`config.mk`:
```
export PLATFORM = sky130hd
export DESIGN_NAME = ucie_link_retrain_fsm
export DESIGN_NICKNAME = d
export VERILOG_FILES = /design/src/rtl/ucie_link_retrain_fsm.sv
export SDC_FILE = /design/constraint.sdc
export NUM_CORES = 1
export LEC_CHECK = 0
export ABC_AREA = 1
export CORE_ASPECT_RATIO = 1.2
export CORE_MARGIN = 8
export CORE_UTILIZATION = 30
export DETAILED_ROUTE_END_ITERATION = 10
export PLACE_DENSITY = 0.68
export SLEW_MARGIN = 20
export SYNTH_ARGS = -nofsm -noshare
export SYNTH_HDL_FRONTEND = slang
export SYNTH_SLANG_ARGS = --single-unit
```
`constraint.sdc`:
```
create_clock -name clk -period 2.36 [get_ports clk]
set_clock_uncertainty 0.2 [all_clocks]
set_input_delay 0.708 -clock clk [delete_from_list [all_inputs] [get_ports clk]]
set_output_delay 0.708 -clock clk [all_outputs]
set_load 0.02 [all_outputs]
```
`src/rtl/ucie_link_retrain_fsm.sv`:
```
// UCIe link-training sequencer: RESET..ACTIVE with speed negotiation, degrade-on-error and bounded retrain.
// Build option UCIE_LTSM_WIDTH_DEGRADE_EN enables halving the lane width before dropping speed.
module ucie_link_retrain_fsm #(
   parameter int NUM_LANES  = 64,
   parameter int NUM_SPEEDS = 6,
   parameter int MAX_RETRY  = 4,
   parameter int TIMER_W    = 24,
   parameter int SPD_W      = $clog2(NUM_SPEEDS)
) (
   input  logic                 clk,
   input  logic                 rst,
   input  logic                 train_start,
   input  logic                 retrain_req,
   input  logic [TIMER_W-1:0]   cfg_timeout,
   input  logic [SPD_W-1:0]     cfg_max_speed,
   input  logic                 phy_ready,
   output logic                 param_tx_valid,
   output logic [SPD_W-1:0]     param_tx_data,
   input  logic                 param_tx_ready,
   input  logic                 param_rx_valid,
   input  logic [SPD_W-1:0]     param_rx_speed,
   output logic                 cal_start,
   input  logic                 cal_done,
   input  logic                 cal_error,
   output logic                 lane_train_en,
   input  logic [NUM_LANES-1:0] lane_done,
   input  logic [NUM_LANES-1:0] lane_err,
   output logic [NUM_LANES-1:0] lane_enable,
   output logic [SPD_W-1:0]     speed_idx,
   output logic [3:0]           state,
   output logic                 link_up,
   output logic                 link_fail,
   output logic [7:0]           retry_count
);

   localparam logic [3:0] S_RESET    = 4'd0;
   localparam logic [3:0] S_SBINIT   = 4'd1;
   localparam logic [3:0] S_PARAM    = 4'd2;
   localparam logic [3:0] S_MBINIT   = 4'd3;
   localparam logic [3:0] S_CAL      = 4'd4;
   localparam logic [3:0] S_MBTRAIN  = 4'd5;
   localparam logic [3:0] S_LINKINIT = 4'd6;
   localparam logic [3:0] S_ACTIVE   = 4'd7;
   localparam logic [3:0] S_RETRAIN  = 4'd8;
   localparam logic [3:0] S_ERROR    = 4'd9;

   localparam logic [7:0] RETRY_LIMIT = 8'(MAX_RETRY);

   logic [3:0]           state_q, next_state, deg_state;
   logic [TIMER_W-1:0]   timer_q;
   logic [SPD_W-1:0]     speed_q, speed_d, deg_speed, remote_speed_q, tx_data_q;
   logic [NUM_LANES-1:0] lane_en_q, lane_en_d, deg_lanes, err_vec;
   logic [7:0]           retry_q;
   logic                 exhaust_q, offer_q, remote_q;
   logic                 any_err, all_done, timed_out;

   assign err_vec   = lane_err & lane_en_q;
   assign any_err   = |err_vec;
   assign all_done  = &(lane_done | ~lane_en_q);
   assign timed_out = (cfg_timeout != '0) && (timer_q == cfg_timeout);

`ifdef UCIE_LTSM_WIDTH_DEGRADE_EN
   localparam logic [NUM_LANES-1:0] LOWER_MASK = {{(NUM_LANES/2){1'b0}}, {(NUM_LANES/2){1'b1}}};
   logic width_full, upper_only;
   assign width_full = &lane_en_q;
   assign upper_only = (err_vec[NUM_LANES/2-1:0] == '0);
`endif

   // Degrade outcome: halve width if only the upper half failed, else drop one speed grade, else give up.
   always_comb begin
      deg_state = S_ERROR;
      deg_speed = speed_q;
      deg_lanes = lane_en_q;
`ifdef UCIE_LTSM_WIDTH_DEGRADE_EN
      if (width_full && upper_only) begin
         deg_state = S_RETRAIN;
         deg_lanes = LOWER_MASK;
      end else
`endif
      if (speed_q != '0) begin
         deg_state = S_RETRAIN;
         deg_speed = speed_q - SPD_W'(1);
      end
   end

   always_comb begin
      next_state = state_q;
      speed_d    = speed_q;
      lane_en_d  = lane_en_q;
      case (state_q)
         S_RESET:    if (train_start && phy_ready) next_state = S_SBINIT;
         S_SBINIT:   if (timed_out) next_state = S_ERROR;
                     else if (phy_ready) next_state = S_PARAM;
         S_PARAM:    if (timed_out) next_state = S_ERROR;
                     else if (offer_q && remote_q) begin
                        next_state = S_MBINIT;
                        speed_d    = (cfg_max_speed < remote_speed_q) ? cfg_max_speed : remote_speed_q;
                     end
         S_MBINIT:   if (timed_out) next_state = S_ERROR;
                     else if (phy_ready) next_state = S_CAL;
         S_CAL:      if (timed_out || cal_error) next_state = S_ERROR;
                     else if (cal_done) next_state = S_MBTRAIN;
         S_MBTRAIN:  if (timed_out) next_state = S_ERROR;
                     else if (any_err) begin
                        next_state = deg_state;
                        speed_d    = deg_speed;
                        lane_en_d  = deg_lanes;
                     end else if (all_done) next_state = S_LINKINIT;
         S_LINKINIT: if (timed_out) next_state = S_ERROR;
                     else if (all_done) next_state = S_ACTIVE;
         S_ACTIVE:   if (any_err) begin
                        next_state = deg_state;
                        speed_d    = deg_speed;
                        lane_en_d  = deg_lanes;
                     end else if (retrain_req) next_state = S_RETRAIN;
         S_RETRAIN:  next_state = exhaust_q ? S_ERROR : S_MBINIT;
         S_ERROR:    if (train_start) next_state = S_RESET;
         default:    next_state = S_RESET;
      endcase
      if (next_state == S_RESET && state_q != S_RESET) begin
         lane_en_d = '1;
         speed_d   = cfg_max_speed;
      end
   end

   // The retry limit is judged on the count before this entry, so MAX_RETRY retrains succeed.
   always_ff @(posedge clk or posedge rst) begin
      if (rst) begin
         state_q        <= S_RESET;
         timer_q        <= '0;
         speed_q        <= '0;
         lane_en_q      <= '1;
         retry_q        <= '0;
         exhaust_q      <= 1'b0;
         offer_q        <= 1'b0;
         remote_q       <= 1'b0;
         remote_speed_q <= '0;
         tx_data_q      <= '0;
      end else begin
         state_q   <= next_state;
         speed_q   <= speed_d;
         lane_en_q <= lane_en_d;
         tx_data_q <= cfg_max_speed;
         if (next_state != state_q) timer_q <= '0;
         else if (timer_q != '1) timer_q <= timer_q + TIMER_W'(1);
         if (next_state == S_RESET && state_q != S_RESET) begin
            retry_q   <= '0;
            exhaust_q <= 1'b0;
         end else if (next_state == S_RETRAIN && state_q != S_RETRAIN) begin
            exhaust_q <= (retry_q >= RETRY_LIMIT);
            if (retry_q != 8'hFF) retry_q <= retry_q + 8'd1;
         end
         if (next_state == S_PARAM && state_q != S_PARAM) begin
            offer_q  <= 1'b0;
            remote_q <= 1'b0;
         end else if (state_q == S_PARAM) begin
            if (param_tx_ready) offer_q <= 1'b1;
            if (param_rx_valid && !remote_q) begin
               remote_q       <= 1'b1;
               remote_speed_q <= param_rx_speed;
            end
         end
      end
   end

   assign state          = state_q;
   assign speed_idx      = speed_q;
   assign lane_enable    = lane_en_q;
   assign retry_count    = retry_q;
   assign param_tx_data  = tx_data_q;
   assign param_tx_valid = (state_q == S_PARAM);
   assign cal_start      = (state_q == S_CAL);
   assign lane_train_en  = (state_q == S_MBTRAIN);
   assign link_up        = (state_q == S_ACTIVE);
   assign link_fail      = (state_q == S_ERROR);

endmodule
```
== Word level (Yosys, flattened, before mapping) ==
Index checks and enable logic that the tools add are counted.
Word-level totals
  bits in registers: 48
  bits in latches: 0
  RAM bits: 0
  memory bits (read-only): 0
  bits of input ports: 167
  output and inout port bits: 87
  logic and storage cells: 104
  memories kept: 0
Cells by class
  add/sub/neg operators: 3
  $mul: 0
  divide/modulo/power cells: 0
  magnitude comparators: 2
  equal/unequal tests: 20
  shift operators: 0
  mux-type cells: 41
  bitwise logic cells: 1
  reductions and logical operators: 28
Operators by type and width (count)
  two-way mux 4 bit: 18
  AND reduction 64 bit: 1
  OR reduction 64 bit: 1
  two-way mux 24 bit: 2
  one-hot mux 4 bit (10 select lines): 1
  adder 24 x 1 -> 24 bit, second input constant: 1
  equality test 24 bit: 1
  two-way mux 8 bit: 3
  inequality test 24 bit, second input constant: 1
  nonzero test 24 bit: 1
  two-way mux 3 bit: 7
  equality test 4 x 3 -> 1 bit, second input constant: 4
  equality test 4 x 2 -> 1 bit, second input constant: 3
  equality test 4 bit, second input constant: 3
  nonzero test 2 bit: 6
  two-way mux 1 bit: 9
  one-hot mux 3 bit (3 select lines): 1
  adder 8 x 1 -> 8 bit, second input constant: 1
  >= comparator 8 x 3 -> 1 bit, second input constant: 1
  zero test 4 bit: 2
  inequality test 8 bit, second input constant: 1
  nonzero test 4 bit: 2
  logical AND 1 bit: 7
  inequality test 3 x 2 -> 1 bit, second input constant: 2
  other kinds (14): 16

== Longest topological paths before layout ==
Gate-level depths: netlist of run 1.
  depth after elaboration: 9
  mapped depth: 19
  depth with buffers taken out: 17

== Worst setup path after synthesis of run 1 ==
No wires, ideal clock.
  kind: input-to-reg
  start point: in cfg_timeout[23]
  end point: reg retry_q[3], in the netlist retry_count[3]
  library setup time: 0.117 ns
  data arrival time: 2.232 ns
  data required time: 2.043 ns
  setup slack: -0.189 ns
  cell stages on the path: 18
  buffers on the path: 2
  cell sequence: nor2_1 -> nand2_1 -> nor2_1 -> nand2_1 -> nor2_1 -> nor2_1 -> nand2_2 -> buf_6 -> nand3_1 -> nand2_1 -> inv_1 -> nor2_2 -> nand3_1 -> nor2_2 -> nand2_2 -> buf_6 -> nand3_1 -> nand2_1
On the way
  longest elaborated chain between the ends: 9
  elaborated cells on any way between the ends: 19
  those cells by class: 2 x eq/ne; 8 x mux; 9 x reduce/logical
RTL lines
  start: declaration: RTL line 14  | input logic [TIMER_W-1:0] cfg_timeout,
  equality test 24 bit or nonzero test 24 bit (tied branches): RTL line 60  | assign timed_out = (cfg_timeout != '0) && (timer_q == cfg_timeout);
  logical AND 1 bit *: RTL line 60
  logical OR 1 bit: RTL line 101  | S_CAL: if (timed_out || cal_error) next_state = S_ERROR;
  two-way mux 4 bit: RTL line 101
  one-hot mux 4 bit (10 select lines) *: RTL line 90  | case (state_q)
  equality test 4 bit or zero test 4 bit (tied branches): RTL line 149, 146
  logical AND 1 bit (on tied branches): RTL line 149, 146
  nonzero test 2 bit (no line)
  AND reduction 2 bit (no line)
  end signal: assignment: RTL line 151  | if (retry_q != 8'hFF) retry_q <= retry_q + 8'd1;
  end: declaration: RTL line 53  | logic [7:0] retry_q;
Every way passes the cells marked *; elsewhere a longest branch is shown, timed or not.
A chain may end at the register's enable or synchronous reset.

== Final worst setup path of run 1 ==
  start point: in cfg_timeout[1]
  end point: reg retry_q[6], in the netlist retry_count[6]
The elaborated chain is that of the path after synthesis.

==> summary.txt, run 1 <==
Status
  • Status: finished with violations
  • Violated checks: setup timing

Placed design
  • Port bufs: 189
  • Post-placement cell count: 1,195
  • Placer's final routability congestion estimate: 0.968
  • DP HPWL: 14.1 mm
  • Worst slack at placement: -1040 ps
  • Placed cell areas: 7390 µm²

Critical path
  • CP Launch Type: primary input
  • Critical path arrival: 2670 ps
  • CP dominant cell by count: buf_6
  • Crit path from: cfg_timeout[1]
  • CP Class: primary input to flip-flop
  • R2r startpoint: timer_q[8]$_DFFE_PP0P_
  • Crit path max fanout: 8
  • Max incr delay on CP: 180 ps
  • Max stage delay cell, worst path: xnor2_2
  • CP Capture Type: flip-flop
  • Reg-to-reg setup timing slack: -260 ps
  • Critical Path RT: 2350 ps
  • Reg2Reg Depth: 15
  • Reg-to-Reg End: retry_count[6]$_DFFE_PP0P_
  • Crit path capture: retry_count[6]$_DFFE_PP0P_
  • Cell chain of the critical path: buf_6, xnor2_2, nand2_1, nor2_2, nand2_2, nor2_4, nand2_4, buf_6, a21oi_4, buf_6, nand3_4, nor2_4, nand2_4, buf_12, nand3_2, nand2_1

Layout
  • Share of cells above drive strength 1: 0.441
  • Commonest non-fill, non-tap cell in the layout: nand2_1
  • Final design area excluding fillers: 8430 µm²
  • N_diodes: 0
  • Syn-to-layout area delta: 86.8%
  • Most frequent cells in the layout: nand2_1, buf_4, nor2_1
  • Util after Layout: 0.568
  • Net count, final: 1,210
  • Final Non-Filler Cells: 1,241

Global routing
  • Pin count of the biggest net entering global routing: 49
  • Busiest layer in global routing: met2
  • GRT Util Overall: 0.188
  • First-pass GRT wire length: 28.7 mm
  • Met1 GRT Util: 0.189
  • Vias in the first global route: 5,724
  • GRT overflow: 0
  • Met3 usage: 0.0411
  • Grt met2 use: 0.363
  • Initial antenna violation count: 1

STA
  • Setup violations, final: 38
  • Final min period: 2680 ps
  • Setup WS post-layout: -317 ps
  • Crit share post-route: 1.13
  • RSZ-0062 raised after global routing: true
  • Slew Limit Fails: 0
  • Final Hold Violating Endpoints: 0
  • Fmax: 374 MHz
  • Final hold slack: 339 ps
  • Setup TNS: -10,270 ps

Floorplanning
  • Row count: 49
  • Chip width: 128 µm
  • Core ar.: 14,800 µm²
  • Initial cell density of the core: 0.304
  • Die area: 19,200 µm²
  • IO Pins: 254
  • Die H: 150 µm

Clocking
  • Worst skew pair latency: 300 ps
  • H-tree Lvls: 2
  • Clock Path Buffers: 2
  • Total CTS buffers: 5
  • Worst-path clk slew: 70 ps
  • CTS tree: built
  • Cts-stage hold buffer count: 0
  • CTS sink cnt: 48
  • Root Driver: clkbuf_16

Synth
  • Share of the yosys chip area belonging to registers: 0.266
  • Average cell area after synthesis: 6.47 µm²
  • Number of synthesized register bits: 48
  • Mux cell area share after synthesis: 0.00222
  • Simple-gate share of the synthesized area: 0.393
  • Library cells used by synthesis: 39
  • Yosys warning total: 0
  • Async SR Flop Fraction: 1.00
  • XOR/XNOR Fraction of Synth Area: 0.0832
  • Post-synth EDFFs: 0
  • Syn Std Cell Area: 4510 µm²
  • Post-synthesis compound-gate area fraction: 0.0577
  • Syn Inst Count: 697
  • Top_reg_cell synth: dfrtp_1
  • Largest family of logic cells by synthesized area: simple AND/OR/NAND/NOR gates
  • Adder-cell share of the synthesized area: 0.0194

Power
  • Total power: 5.84 mW
  • Pleak: 4.10 nW
  • Power density cells: 693 nW/µm²
  • Peak supply drop: 0.537 mV

Drt
  • DRT Pass-1 Iters: 5
  • DRC: 0
  • Vias per cell: 4.47
  • Routed WL: 19.2 mm
  • Detailed Route Iter0 Violations: 177
  • Via count: 5,552
  • Routed len/inst: 15.5 µm
  • Antenna viol nets, final: 0

Job
  • Max Cap Viol: 0

Worst hold path
  • HP Class: flip-flop to flip-flop
[cells by family (layout without fill, tap and decap cells)]
| family | count (synthesis) | in the layout |
|---|---|---|
| AOI/OAI and AO/OA | 44 | 44 |
| xor gates and xnor gates | 42 | 42 |
| adders and majority gates | 7 | 7 |
| buffers and inverters | 136 | 412 |
| DFF | 48 | 48 |
| muxes | 1 | 1 |
| other | 1 | 64 |
| and+or+nand+nor | 418 | 419 |
[critical path: cells and delay by family]
kind	cells	cell delay (ps)
xor+xnor	1	180
simple gates	10	1120
buf+inv	4	510
compound gates	1	150
[cell type report]
type | instances | area, µm²
fillers | 1342 | 6410
multi-input cells | 577 | 3710
repair buffers | 339 | 2850
flip-flops and latches | 48 | 1200
well taps | 204 | 255
inverters | 65 | 249
clock buffers | 6 | 139
clock inverters | 2 | 13.8
[power by group]
| group | switching [mW] | total [mW] | internal [mW] |
|---|---|---|---|
| Combinational | 2.21 | 4.03 | 1.82 |
| Sequential | 0.108 | 1.05 | 0.943 |
| Clock | 0.336 | 0.761 | 0.425 |
| Total | 2.65 | 5.84 | 3.19 |
[per-layer routing]
layer	up-vias	share of wire
li1	2737	-
met1	2545	0.35
met2	223	0.55
met3	45	0.075
met4	2	0.029
met5	-	0.00078
[state kept, by name, summed over array words and instances (netlist names)]
register        count
timer_q            24
retry_count         8
state               4
param_tx_data       3
remote_speed_q      3
speed_idx           3
exhaust_q           1
offer_q             1
remote_q            1
[cell usage after synthesis (all sizes together) (2+ instances only)]
| library cell | count | share of area |
|---|---|---|
| a211oi | 2 | 0.0033 |
| a21oi | 10 | 0.014 |
| a31oi | 2 | 0.0028 |
| buf | 71 | 0.12 |
| dfrtp | 48 | 0.27 |
| ha | 7 | 0.019 |
| inv | 65 | 0.054 |
| nand2 | 185 | 0.16 |
| nand3 | 52 | 0.059 |
| nand4 | 10 | 0.014 |
| nor2 | 160 | 0.14 |
| nor3 | 5 | 0.0055 |
| nor4 | 2 | 0.0028 |
| o211ai | 2 | 0.0033 |
| o21ai | 22 | 0.024 |
| xnor2 | 26 | 0.052 |
| xor2 | 16 | 0.031 |
[how the worst min path moves through the flow]
stage / start / end / slack, ps / cells after the start
after CTS: offer_q$_DFFE_PP0P_ / offer_q$_DFFE_PP0P_ / 330 / 2
after global routing: offer_q$_DFFE_PP0P_ / offer_q$_DFFE_PP0P_ / 360 / 2
after detailed placement: offer_q$_DFFE_PP0P_ / offer_q$_DFFE_PP0P_ / 310 / 2
after floorplan: offer_q$_DFFE_PP0P_ / offer_q$_DFFE_PP0P_ / 270 / 2
final: offer_q$_DFFE_PP0P_ / offer_q$_DFFE_PP0P_ / 340 / 2
after global placement: offer_q$_DFFE_PP0P_ / offer_q$_DFFE_PP0P_ / 310 / 2
[timing repair]
| action | 4_1_cts | 5_1_grt |
|---|---|---|
| pin swaps | 168 | 91 |
| cloned | 5 | 0 |
| resized for setup | 571 | 132 |
| buffers inserted | 27 | 14 |
| endpoints found under the setup margin | 50 | 44 |
| hold endpoints to repair | 0 | 0 |
No activity file was read; power rests on OpenSTA's default activity.
==> run 2, diff against run 1 <==
DONT_BUFFER_PORTS = 1   (was not set)
PLACE_DENSITY = not set   (was 0.68)
clock period = 3 ns   (was 2.36 ns; I/O delays follow)
==> summary.txt, run 2 (synthesis gave the netlist of run 1 again) <==
Status
  • Status: complete, no violations (was finished with violations)

Drt
  • Via count: 4,183 (was 5,552)
  • Routed WL: 14.0 mm (was 19.2 mm)
  • Antenna viol nets, final: 0 (unchanged)
  • Detailed Route Iter0 Violations: 192 (was 177)
  • DRT Pass-1 Iters: 4 (was 5)
  • Routed len/inst: 15.0 µm (was 15.5 µm)
  • Vias per cell: 4.46 (was 4.47)
  • DRC: 0 (unchanged)

Layout
  • Max reg flops: 24 (unchanged)
  • N_diodes: 0 (unchanged)
  • Syn-to-layout area delta: 9.43% (was 86.8%)
  • Fillcell total: 1,643 (was 1,342)
  • Biggest register: timer_q (unchanged)
  • Util after Layout: 0.333 (was 0.568)
  • Most frequent cells in the layout: nand2_1, nor2_1, conb_1 (was nand2_1, buf_4, nor2_1)
  • Net count, final: 907 (was 1,210)
  • Commonest non-fill, non-tap cell in the layout: nand2_1 (unchanged)
  • Share of cells above drive strength 1: 0.110 (was 0.441)

Critical path
  • CP Capture Type: output pin (was flip-flop)
  • CP Class: flip-flop to output pin (was primary input to flip-flop)
  • Max stage delay cell, worst path: dfrtp_2 (was xnor2_2)
  • Critical Path RT: 1900 ps (was 2350 ps)
  • CP Launch Type: flip-flop (was primary input)
  • CP dominant cell by count: nor2_2 (was buf_6)
  • Cell chain of the critical path: nor2_2, inv_1, nor2_2, inv_2, nor2_2, buf_4 (was buf_6, xnor2_2, nand2_1, nor2_2, nand2_2, nor2_4, nand2_4, buf_6, a21oi_4, buf_6, nand3_4, nor2_4, nand2_4, buf_12, nand3_2, nand2_1)
  • Max incr delay on CP: 490 ps (was 180 ps)
  • Critical path arrival: 1700 ps (was 2670 ps)
  • Crit path max fanout: 9 (was 8)

Placed design
  • Placer's final routability congestion estimate: 0.910 (was 0.968)
  • Port bufs: 0 (was 189)
  • DP HPWL: 12.0 mm (was 14.1 mm)

Clocking
  • CTS sink cnt: 48 (unchanged)
  • H-tree Lvls: 2 (unchanged)
  • Worst-path clk slew: 70 ps (about the same)
  • Worst skew pair latency: 290 ps (was 300 ps)
  • Post-CTS setup buffers: 0 (was 27)
  • Total CTS buffers: 5 (unchanged)
  • Root Driver: clkbuf_16 (unchanged)
  • CTS tree: built (unchanged)
  • Clock Path Buffers: 2 (unchanged)

Floorplanning
  • Initial cell density of the core: 0.304 (unchanged)
  • IO Pins: 254 (unchanged)
  • Die H: 150 µm (unchanged)
  • Die area: 19,200 µm² (unchanged)
  • Chip width: 128 µm (unchanged)
  • Core ar.: 14,800 µm² (unchanged)
  • Row count: 49 (unchanged)

Global routing
  • GRT Util Overall: 0.137 (was 0.188)
  • First-pass GRT wire length: 21.0 mm (was 28.7 mm)
  • GRT overflow: 0 (unchanged)
  • Pin count of the biggest net entering global routing: 49 (unchanged)
  • Vias in the first global route: 4,186 (was 5,724)
  • Initial antenna violation count: 0 (was 1)

STA
  • Crit share post-route: 0.935
  • Final min period: 2800 ps
  • Final Hold Violating Endpoints: 0 (unchanged)
  • Fmax: 357 MHz
  • Slew Limit Fails: 0 (unchanged)
  • Setup violations, final: 0 (was 38)

Job
  • Max Cap Viol: 0 (unchanged)

Power
  • Total power: 2.98 mW (was 5.84 mW)
  • Power density cells: 603 nW/µm² (was 693 nW/µm²)
  • Pleak: 2.33 nW (was 4.10 nW)
  • Peak supply drop: 0.378 mV (was 0.537 mV)

Worst hold path
  • HP Class: flip-flop to flip-flop (unchanged)
[run 2: cell types whose count changed in the layout (fill, tap and decap cells not counted), moves of 29 or more]
cell           delta
buf_4            -94
nor2_1           +61
buf_2            -59
buf_6            -47
nor2_4           -36
dlygate4sd2_1    -34
nand3_1          +30
nand2_1          +29
[run 2: worst paths after layout]
| kind | start | to | slack [ps] | cells after the start |
|---|---|---|---|---|
| worst max-delay path | state[3]$_DFF_PP0_ | link_up | 200 | 6 |
| worst min-delay path | remote_q$_DFFE_PP0P_ | remote_q$_DFFE_PP0P_ | 310 | 2 |
| worst max register to register | timer_q[4]$_DFFE_PP0P_ | retry_count[7]$_DFFE_PP0P_ | 380 | 16 |
| worst min register to register | remote_q$_DFFE_PP0P_ | remote_q$_DFFE_PP0P_ | 310 | 2 |
| max in group asynchronous | rst | state[3]$_DFF_PP0_ | 2010 | 2 |
| min in group asynchronous | rst | retry_count[4]$_DFFE_PP0P_ | 330 | 2 |
[run 2: area by class of cell]
class                      count  area, µm²  share of cell area
clock inverter                 1       7.51             0.00152
tap                          204        255              0.0517
sequential                    48       1200               0.244
clock buffer                   7        143              0.0289
multi-input combinational    576       2770               0.561
timing repair buffer          37        315              0.0639
inverter                      65        244              0.0494
[run 2: timing repair]
action,CTS,global route
setup endpoints to repair,0,37
gates resized for setup,0,8
hold buffers,0,0
[run 2: routing by layer]
metal  GRT usage  share of wire  routed length (µm)  up-vias
li1            -              -                   -     2121
met2       0.264           0.52                7280      181
met5           0              0                   0        -
met3      0.0450           0.11                1510       17
met1       0.136           0.36                5010     1864
met4      0.0411          0.016                 228        0
[run 2: metrics by stage]
step | TNS [ps] | cell area, µm² | setup WS [ps] | hold slack [ps] | cells
3_3_place_gp | -6200 | 4760 | -222 | 288 | 930
3_5_place_dp | -5280 | 4760 | -232 | 303 | 930
2_1_floorplan | 0 | 4750 | 259 | 266 | 760
4_1_cts | 0 | 4910 | 57.5 | 320 | 938
5_1_grt | -51.3 | 4930 | -13.3 | 330 | 938
6_report | 0 | 4930 | 196 | 308 | 938
[run 2: worst max-delay path: cells and delay by family, from the launching register on]
kind	cells	cell delay (ps)
flip-flops	1	490
AND/OR/NAND/NOR	3	540
buffers and inverters	3	400
[run 2: power by group]
| part | total [mW] | switching, mW | internal (mW) |
|---|---|---|---|
| Combinational | 1.54 | 0.975 | 0.566 |
| Sequential | 0.862 | 0.120 | 0.742 |
| Clock | 0.575 | 0.242 | 0.332 |
